### config.mk
export PLATFORM = sky130hd
export DESIGN_NAME = instr_sequencer
export DESIGN_NICKNAME = d
export VERILOG_FILES = /design/src/rtl/seq_pkg.sv /design/src/rtl/btn_sync_edge.sv /design/src/rtl/instr_sequencer.sv
export SDC_FILE = /design/constraint.sdc
export NUM_CORES = 1
export LEC_CHECK = 0
export CAP_MARGIN = 10
export CORE_MARGIN = 3
export CORE_UTILIZATION = 60
export DETAILED_ROUTE_END_ITERATION = 16
export GPL_TIMING_DRIVEN = 0
export HOLD_SLACK_MARGIN = 0.12
export PLACE_DENSITY = 0.91
export REMOVE_ABC_BUFFERS = 1
export SLEW_MARGIN = 20
export SYNTH_ARGS = -nofsm -noshare
export SYNTH_HDL_FRONTEND = slang
export SYNTH_SLANG_ARGS = --single-unit
### constraint.sdc
create_clock -name clk -period 3.8 [get_ports clk]
set_clock_uncertainty 0.15 [all_clocks]
set_input_delay 0.76 -clock clk [delete_from_list [all_inputs] [get_ports clk]]
set_output_delay 0.76 -clock clk [all_outputs]
set_load 0.02 [all_outputs]
### src/rtl/seq_pkg.sv
// seq_pkg: shared state encoding and synchroniser depth for the instruction sequencer.
package seq_pkg;
    typedef enum logic [2:0] {IDLE, FETCH, EXEC, WRITE, ADVANCE, HALT} seq_state_t;
    localparam int SYNC_STAGES = 2;
endpackage

### src/rtl/btn_sync_edge.sv
// btn_sync_edge: synchronises an asynchronous level and emits a registered one-cycle rising-edge pulse.
module btn_sync_edge
    import seq_pkg::*;
(
    input  logic clk,
    input  logic rst,
    input  logic async_in,
    output logic pulse_out
);
    logic [SYNC_STAGES-1:0] sync_q, sync_d;
    logic prev_q, prev_d, pulse_q, pulse_d;
    always_comb begin
        sync_d  = {sync_q[SYNC_STAGES-2:0], async_in};
        prev_d  = sync_q[SYNC_STAGES-1];
        pulse_d = sync_q[SYNC_STAGES-1] & ~prev_q;
    end
    always_ff @(posedge clk or negedge rst) begin
        if (!rst) begin
            sync_q  <= '0;
            prev_q  <= 1'b0;
            pulse_q <= 1'b0;
        end else begin
            sync_q  <= sync_d;
            prev_q  <= prev_d;
            pulse_q <= pulse_d;
        end
    end
    assign pulse_out = pulse_q;
endmodule

### src/rtl/instr_sequencer.sv
// instr_sequencer: steps instruction_A through program memory on step/tick triggers,
// issuing one-cycle register/memory write strobes from per-address masks.
module instr_sequencer
    import seq_pkg::*;
#(
    parameter int ADDR_W = 3,
    parameter int NUM_INSTR = 8,
    parameter int TICK_DIV = 25_000_000,
    parameter logic [2**ADDR_W-1:0] RF_WE_MASK = '0,
    parameter logic [2**ADDR_W-1:0] DM_WE_MASK = '0,
    parameter bit WRAP = 1'b1
) (
    input  logic              clk,
    input  logic              rst,
    input  logic              step_btn,
    input  logic              run_en,
    output logic [ADDR_W-1:0] instruction_A,
    output logic              RegWrite,
    output logic              MemWrite,
    output logic              busy,
    output logic              done
);
    localparam int CNT_W = $clog2(TICK_DIV);
    seq_state_t state_q, state_d;
    logic [ADDR_W-1:0] addr_q, addr_d;
    logic [CNT_W-1:0] cnt_q, cnt_d;
    logic reg_write_q, reg_write_d, mem_write_q, mem_write_d;
    logic busy_q, busy_d, done_q, done_d;
    logic step_pulse, tick_pulse, trigger, last;

    btn_sync_edge u_btn (
        .clk      (clk),
        .rst      (rst),
        .async_in (step_btn),
        .pulse_out(step_pulse)
    );

    assign tick_pulse = cnt_q == CNT_W'(TICK_DIV - 1);
    assign trigger    = step_pulse | (run_en & tick_pulse);
    assign last       = addr_q == ADDR_W'(NUM_INSTR - 1);

    always_comb begin
        cnt_d   = run_en ? (tick_pulse ? '0 : cnt_q + CNT_W'(1)) : '0;
        state_d = state_q;
        addr_d  = addr_q;
        case (state_q)
            IDLE:    state_d = trigger ? FETCH : IDLE;
            FETCH:   state_d = EXEC;
            EXEC:    state_d = WRITE;
            WRITE:   state_d = ADVANCE;
            ADVANCE: begin
                state_d = (last && !WRAP) ? HALT : IDLE;
                addr_d  = last ? (WRAP ? '0 : addr_q) : addr_q + ADDR_W'(1);
            end
            HALT: begin
                state_d = step_pulse ? IDLE : HALT;
                addr_d  = step_pulse ? '0 : addr_q;
            end
            default: state_d = IDLE;
        endcase
        // Outputs decode the next state so they are registered alongside it.
        reg_write_d = (state_d == WRITE) ? RF_WE_MASK[addr_d] : 1'b0;
        mem_write_d = (state_d == WRITE) ? DM_WE_MASK[addr_d] : 1'b0;
        busy_d      = (state_d != IDLE) && (state_d != HALT);
        done_d      = state_d == HALT;
    end

    always_ff @(posedge clk or negedge rst) begin
        if (!rst) begin
            state_q     <= IDLE;
            addr_q      <= '0;
            cnt_q       <= '0;
            reg_write_q <= 1'b0;
            mem_write_q <= 1'b0;
            busy_q      <= 1'b0;
            done_q      <= 1'b0;
        end else begin
            state_q     <= state_d;
            addr_q      <= addr_d;
            cnt_q       <= cnt_d;
            reg_write_q <= reg_write_d;
            mem_write_q <= mem_write_d;
            busy_q      <= busy_d;
            done_q      <= done_d;
        end
    end

    assign instruction_A = addr_q;
    assign RegWrite      = reg_write_q;
    assign MemWrite      = mem_write_q;
    assign busy          = busy_q;
    assign done          = done_q;
endmodule

==> flow_metrics.tcl, run 1 <==
set metrics [dict create \
    worst_setup_path_end_kind "flop" \
    antenna_cells 0 \
    wl_per_cell_microns 15.6 \
    max-vdd-ir-drop_uv 349 \
    arrival_ns 2.51 \
    chipHeight_microns 60.5 \
    hold_class "primary input to async pin" \
    die_x_microns 60.5 \
    dpl_cell_area_sq_mm 0.00188 \
    ios 11 \
    power.density_mw_per_mm2 487 \
    synth_seq_area_share_pct 51.9 \
    postCtsSetupRepairBufs 0 \
    ant_nets 0 \
    cts_tree "done" \
    p_clk_share_pct 30.5 \
    hold_slack_ns 0.158 \
    cap_violations 0 \
    drc 0 \
    htreeDepth 2 \
    required_ns 3.90 \
    dieArea_sq_mm 0.00366 \
    netlist.area_leader.share_pct 51.9 \
    fin_total_pwr_uw 957 \
    cts_sinks 37 \
    async_reset_ff_share_pct 100 \
    p_sw_share_pct 28.8 \
    fin_area_sq_mm 0.00197 \
    p_int_uw 681 \
    ys_ff_latch 37 \
    cp.depth 4 \
    yosys.area.top_type "dfrtp_1" \
    initial_utilization_pct 63.6 \
    syn_inst 173 \
    total_leakage_power_nw 0.813 \
    path_buf_inv 0 \
    final-setup-viol-count 0 \
    criticalPathCategory "flop to flop" \
    grt-ovfl-total 0 \
    io_buffers 8 \
    ctsHoldBuffers 0 \
    synth.cell_area_sq_mm 0.00178 \
    reg2reg_depth 4 \
    path_cells "or4b_1, nor4b_1, a21bo_2, o21ba_2" \
    rsz0062_at_grt "no" \
    fillers 195 \
    grt_usage_pct 21.9 \
    period_share_pct 63.3 \
    netlist_top_cells_area "dfrtp_1, nor2_1, o31ai_1" \
    vias_per_cell 6.26 \
    grt_max_degree 26 \
    synth_cell_type_count 33 \
    core_area_sq_mm 0.00281 \
    max_stage_delay_ns 0.53 \
    cts_buffer_depth 2 \
    postCtsResizedCells 0 \
    area_delta_synth_final_pct 10.2 \
    fin_nets 189 \
    cts_root_buf "clkbuf_4" \
    share_comb_of_total_power_pct 19.5 \
    synth_ff_type "dfrtp_1" \
    num_vias 1340 \
    hold_viol 0 \
    synth-edff-count 0 \
    drt_first_iter_violations 77 \
    critical-path-slowest-cell "or4b_1" \
    yosys_warnings 0 \
    crit_fanout 25 \
    firstDrtPassIters 4 \
    fmax_mhz 416 \
    final-seq-area_sq_um 926 \
    multi_input_area_sq_um 795 \
    period_minus_slack_ns 2.40 \
    crit_family "simple AND/OR/NAND/NOR gates" \
    grt_antenna_before_repair 0 \
    worstSkewPairLatency_ns 0.35 \
    drv_slew 0 \
    clkTransAtPathRegs_ns 0.11 \
    p_seq_share_pct 50.0 \
    grt_pass1_vias 1269 \
    fin_tns_setup_ns 0 \
    start_kind "flop" \
    wirelength_mm 3.34 \
    rows 19 \
    cts_buffers 5 \
    p_sw_uw 276 \
    grt_pass1_wl_mm 5.84 \
    drive_gt1_share_pct 7.65 \
    syn_avg_cell_area_sq_um 10.3 \
    status "finished clean" \
    gp_congestion 0.782 \
    dp_hpwl_mm 2.28 \
]
-- metal layers --
metal	wire length, microns	part of all wire (%)	global-route usage [%]	vias up
met3	199	6.0	7.02	5
met4	46	1.4	7.43	0
met2	1710	51	35.0	34
li1	-	-	-	644
met5	0	0	0	-
met1	1380	41	28.3	657
-- cell usage in the layout (no fill, tap or decap), drive strengths merged, types with 5 or more instances in the layout --
master / netlist / final
a21oi: 12 / 12
and4: 5 / 5
clkbuf: 2 / 6
clkdlybuf4s50: 0 / 7
dfrtp: 37 / 37
nand2: 9 / 9
nand3: 12 / 12
nor2: 19 / 19
o31ai: 9 / 9
or4: 9 / 9
xnor2: 6 / 6
xor2: 6 / 6
-- synth_stat cells, types with 2 or more instances --
cell,instances
a21oi_1,12
a22o_1,3
and2_1,2
and3_1,4
and4_1,5
buf_4,6
clkbuf_1,2
dfrtp_1,37
ha_1,3
inv_1,4
nand2_1,9
nand3_1,11
nand4_1,4
nor2_1,19
nor2b_1,2
nor3_1,2
nor4b_1,2
o21ai_0,4
o31ai_1,9
or3_1,3
or4_1,8
xnor2_1,6
xor2_1,6
-- power groups by stage --
stage	Sequential (mW)	Combinational [mW]	Clock, mW
final	0.479	0.186	0.292
after global routing	0.482	0.208	0.315
after CTS	0.476	0.187	0.297
after detailed placement	0.483	0.184	0
after global placement	0.478	0.167	0
after floorplan	0.501	0.0814	0
-- path summary, 6_finish.rpt --
kind	start	to	slack (ns)
worst max-delay path	cnt_q[6]	cnt_q[21]	1.40
worst min-delay path	rst	cnt_q[18]	0.16
worst max register to register	cnt_q[6]	cnt_q[21]	1.40
worst min register to register	u_btn.sync_q[0]	u_btn.sync_q[1]	0.22
max in group asynchronous	rst	cnt_q[15]	2.92
min in group clk	u_btn.sync_q[0]	u_btn.sync_q[1]	0.22
-- per-stage QoR --
step	cells	util (%)	worst slack (ns)
floorplan	166	-	1.70
global placement	205	66.1	1.10
detailed placement	206	66.9	1.43
CTS	214	70.1	1.41
global route	214	70.1	1.22
finish	214	70.1	1.40
-- layout make-up --
| cell class | instances | share of cell area, % |
|---|---|---|
| clock buffers | 6 | 2.61 |
| clock inverters | 2 | 1.91 |
| inverters | 4 | 0.764 |
| multi-input cells | 125 | 40.4 |
| flip-flops and latches | 37 | 47.1 |
| well taps | 31 | 1.97 |
| repair buffers | 9 | 5.22 |
-- state kept, by name, indices dropped and copies added (netlist names) --
register	cells
instruction_A	3
busy	1
state_q	3
u_btn.prev_q	1
cnt_q	25
u_btn.pulse_out	1
u_btn.sync_q	2
done	1
-- logic make-up (layout without fill, tap and decap cells) --
group | Yosys count | in the layout | share of synthesized area, %
XOR/XNOR | 12 | 12 | 5.89
AO/OA/AOI/OAI | 32 | 32 | 11.9
other | 1 | 2 | 0.210
adder cells (fa/ha/maj) | 3 | 3 | 2.10
AND/OR/NAND/NOR | 75 | 75 | 23.7
buffers and inverters | 12 | 21 | 3.79
multiplexers | 1 | 1 | 0.561
flip-flops | 37 | 37 | 51.9
(Power assumes the default switching activity.)
==> run 2: changes to the inputs <==
--- a/config.mk
+++ b/config.mk
@@ -7,11 +7,11 @@
 export LEC_CHECK = 0
 export CAP_MARGIN = 10
 export CORE_MARGIN = 3
-export CORE_UTILIZATION = 60
+export CORE_UTILIZATION = 52
 export DETAILED_ROUTE_END_ITERATION = 16
 export GPL_TIMING_DRIVEN = 0
 export HOLD_SLACK_MARGIN = 0.12
-export PLACE_DENSITY = 0.91
+export PLACE_DENSITY = 0.85
 export REMOVE_ABC_BUFFERS = 1
 export SLEW_MARGIN = 20
 export SYNTH_ARGS = -nofsm -noshare
==> constraint.sdc (replaced) <==
create_clock -name clk -period 2.2 [get_ports clk]
set_clock_uncertainty 0.15 [all_clocks]
set_input_delay 0.44 -clock clk [delete_from_list [all_inputs] [get_ports clk]]
set_output_delay 0.44 -clock clk [all_outputs]
set_load 0.02 [all_outputs]
==> run 2 against run 1 <==
Via count rose by 6.2%. Hold slack gained 0.046 ns. Sequential cell count is the same. Global-route usage down 2.7 points. Die area is 14% higher. Register-to-register slack got worse by 1.3 ns. Maximum frequency is 12% higher. Sequential power increased by 73%. Wire length increased by 7.9%. Combinational power rose by 78%.
==> flow_metrics.tcl, run 2 (same netlist as run 1, synthesis figures left out) <==
set metrics [dict create \
    start_kind "flop" \
    worst_setup_path_end_kind "flop" \
    path_cells "or4b_1, nor4b_4, a21bo_4, o21ba_2" \
    max_stage_delay_ns 0.59 \
    hold_class "flop to flop" \
    fin_tns_setup_ns 0 \
    core_area_sq_mm 0.00315 \
    die_x_microns 64.6 \
    final-instance-count-excl-fill 233 \
    fin_total_pwr_mw 1.64 \
    antenna_cells 0 \
    fin_nets 195 \
    max-vdd-ir-drop_uv 384 \
    criticalPathCategory "flop to flop" \
    cts_tree "done" \
    worstSkewPairLatency_ns 0.35 \
    grt-ovfl-total 0 \
    crit_fanout 13 \
    dp_cells 219 \
    critical-path-slowest-cell "or4b_1" \
    rsz0062_at_grt "yes" \
    grt_pass1_vias 1381 \
    grt_max_degree 25 \
    ios 11 \
    cts_buffer_depth 2 \
    power.density_mw_per_mm2 792 \
    grt_usage_pct 19.2 \
    final_common_cell "dfrtp_1" \
    drv_slew 0 \
    period_minus_slack_ns 2.14 \
    fillers 239 \
    wl_per_cell_microns 15.5 \
    regMostFlops "cnt_q" \
    hold_slack_ns 0.204 \
    gp_congestion 0.799 \
    num_vias 1423 \
    cts_buffers 5 \
    io_buffers 8 \
    rows 20 \
    drt_first_iter_violations 87 \
    htreeDepth 2 \
    layout_common_cells "dfrtp_1, nor2_1, a21oi_1" \
    dp_hpwl_mm 2.42 \
    cts_root_buf "clkbuf_4" \
    drive_gt1_share_pct 12.7 \
    firstDrtPassIters 4 \
    cts_sinks 37 \
    fmax_mhz 467 \
    final-setup-viol-count 0 \
    chipHeight_microns 64.6 \
    grt_antenna_before_repair 0 \
    initial_utilization_pct 56.6 \
    status "finished clean" \
    hold_viol 0 \
    total_leakage_power_nw 0.847 \
    required_ns 2.30 \
    dieArea_sq_mm 0.00417 \
    clkTransAtPathRegs_ns 0.12 \
    largest_reg_flops 25 \
    arrival_ns 2.24 \
    period_share_pct 97.2 \
    area_delta_synth_final_pct 15.8 \
    utilization_pct 65.5 \
    wirelength_mm 3.60 \
    grt_pass1_wl_mm 6.12 \
    cap_violations 0 \
    ant_nets 0 \
    vias_per_cell 6.11 \
    drc 0 \
]
## run 2: where the power goes
group          internal (mW)  switching [mW]
Combinational          0.163           0.169
Clock                  0.240           0.238
Sequential             0.751          0.0759
Total                   1.15           0.483
## run 2: per-layer routing
metal	global-route usage (%)	wire length [microns]	vias to the layer above	part of all wire, %
met3	6.93	241	8	6.7
met2	32.3	1850	55	51
met5	0	0	-	0
met4	7.39	61	0	1.7
met1	22.3	1460	697	40
li1	-	-	663	-
## run 2: timing repair
action                                 4_1_cts  5_1_grt
endpoints found under the hold margin       13        0
gates cloned                                 1        0
setup buffers                                2        2
setup endpoints to repair                   26       27
resized for setup                            2        6
pin swaps                                    2        0
hold buffers                                 1        0
## run 2: critical path, delay by kind of cell, from the launching register on
family	cells	cell delay (ns)
AND/OR/NAND/NOR	2	0.94
AO/OA/AOI/OAI	2	0.47
flip-flops	1	0.48
## run 2: layout make-up
type                       count  area (sq um)  share of cell area [%]
clock buffer                   5          37.5                    1.82
clock inverter                 3          46.3                    2.24
inverter                       4          15.0                   0.727
multi-input combinational    126           841                    40.7
sequential                    37           928                    44.9
tap                           44          55.1                    2.67
timing repair buffer          14           143                    6.90
## run 2: final timing paths
path / startpoint / end / slack [ns] / cells after the start
setup / recovery: cnt_q[6] / cnt_q[21] / 0.06 / 4
hold / removal: u_btn.sync_q[0] / u_btn.sync_q[1] / 0.20 / 0
setup reg to reg: cnt_q[6] / cnt_q[21] / 0.06 / 4
hold reg to reg: u_btn.sync_q[0] / u_btn.sync_q[1] / 0.20 / 0
max in group asynchronous: rst / cnt_q[2] / 1.10 / 3
min in group asynchronous: rst / cnt_q[19] / 0.37 / 2
## run 2: stage by stage
stage | cell area, sq um | worst slack (ns)
6_report | 2070 | 0.0607
5_1_grt | 2070 | -0.0150
4_1_cts | 2020 | 0.00766
3_5_place_dp | 1890 | -0.310
3_3_place_gp | 1870 | -0.197
2_1_floorplan | 1740 | 0.0983
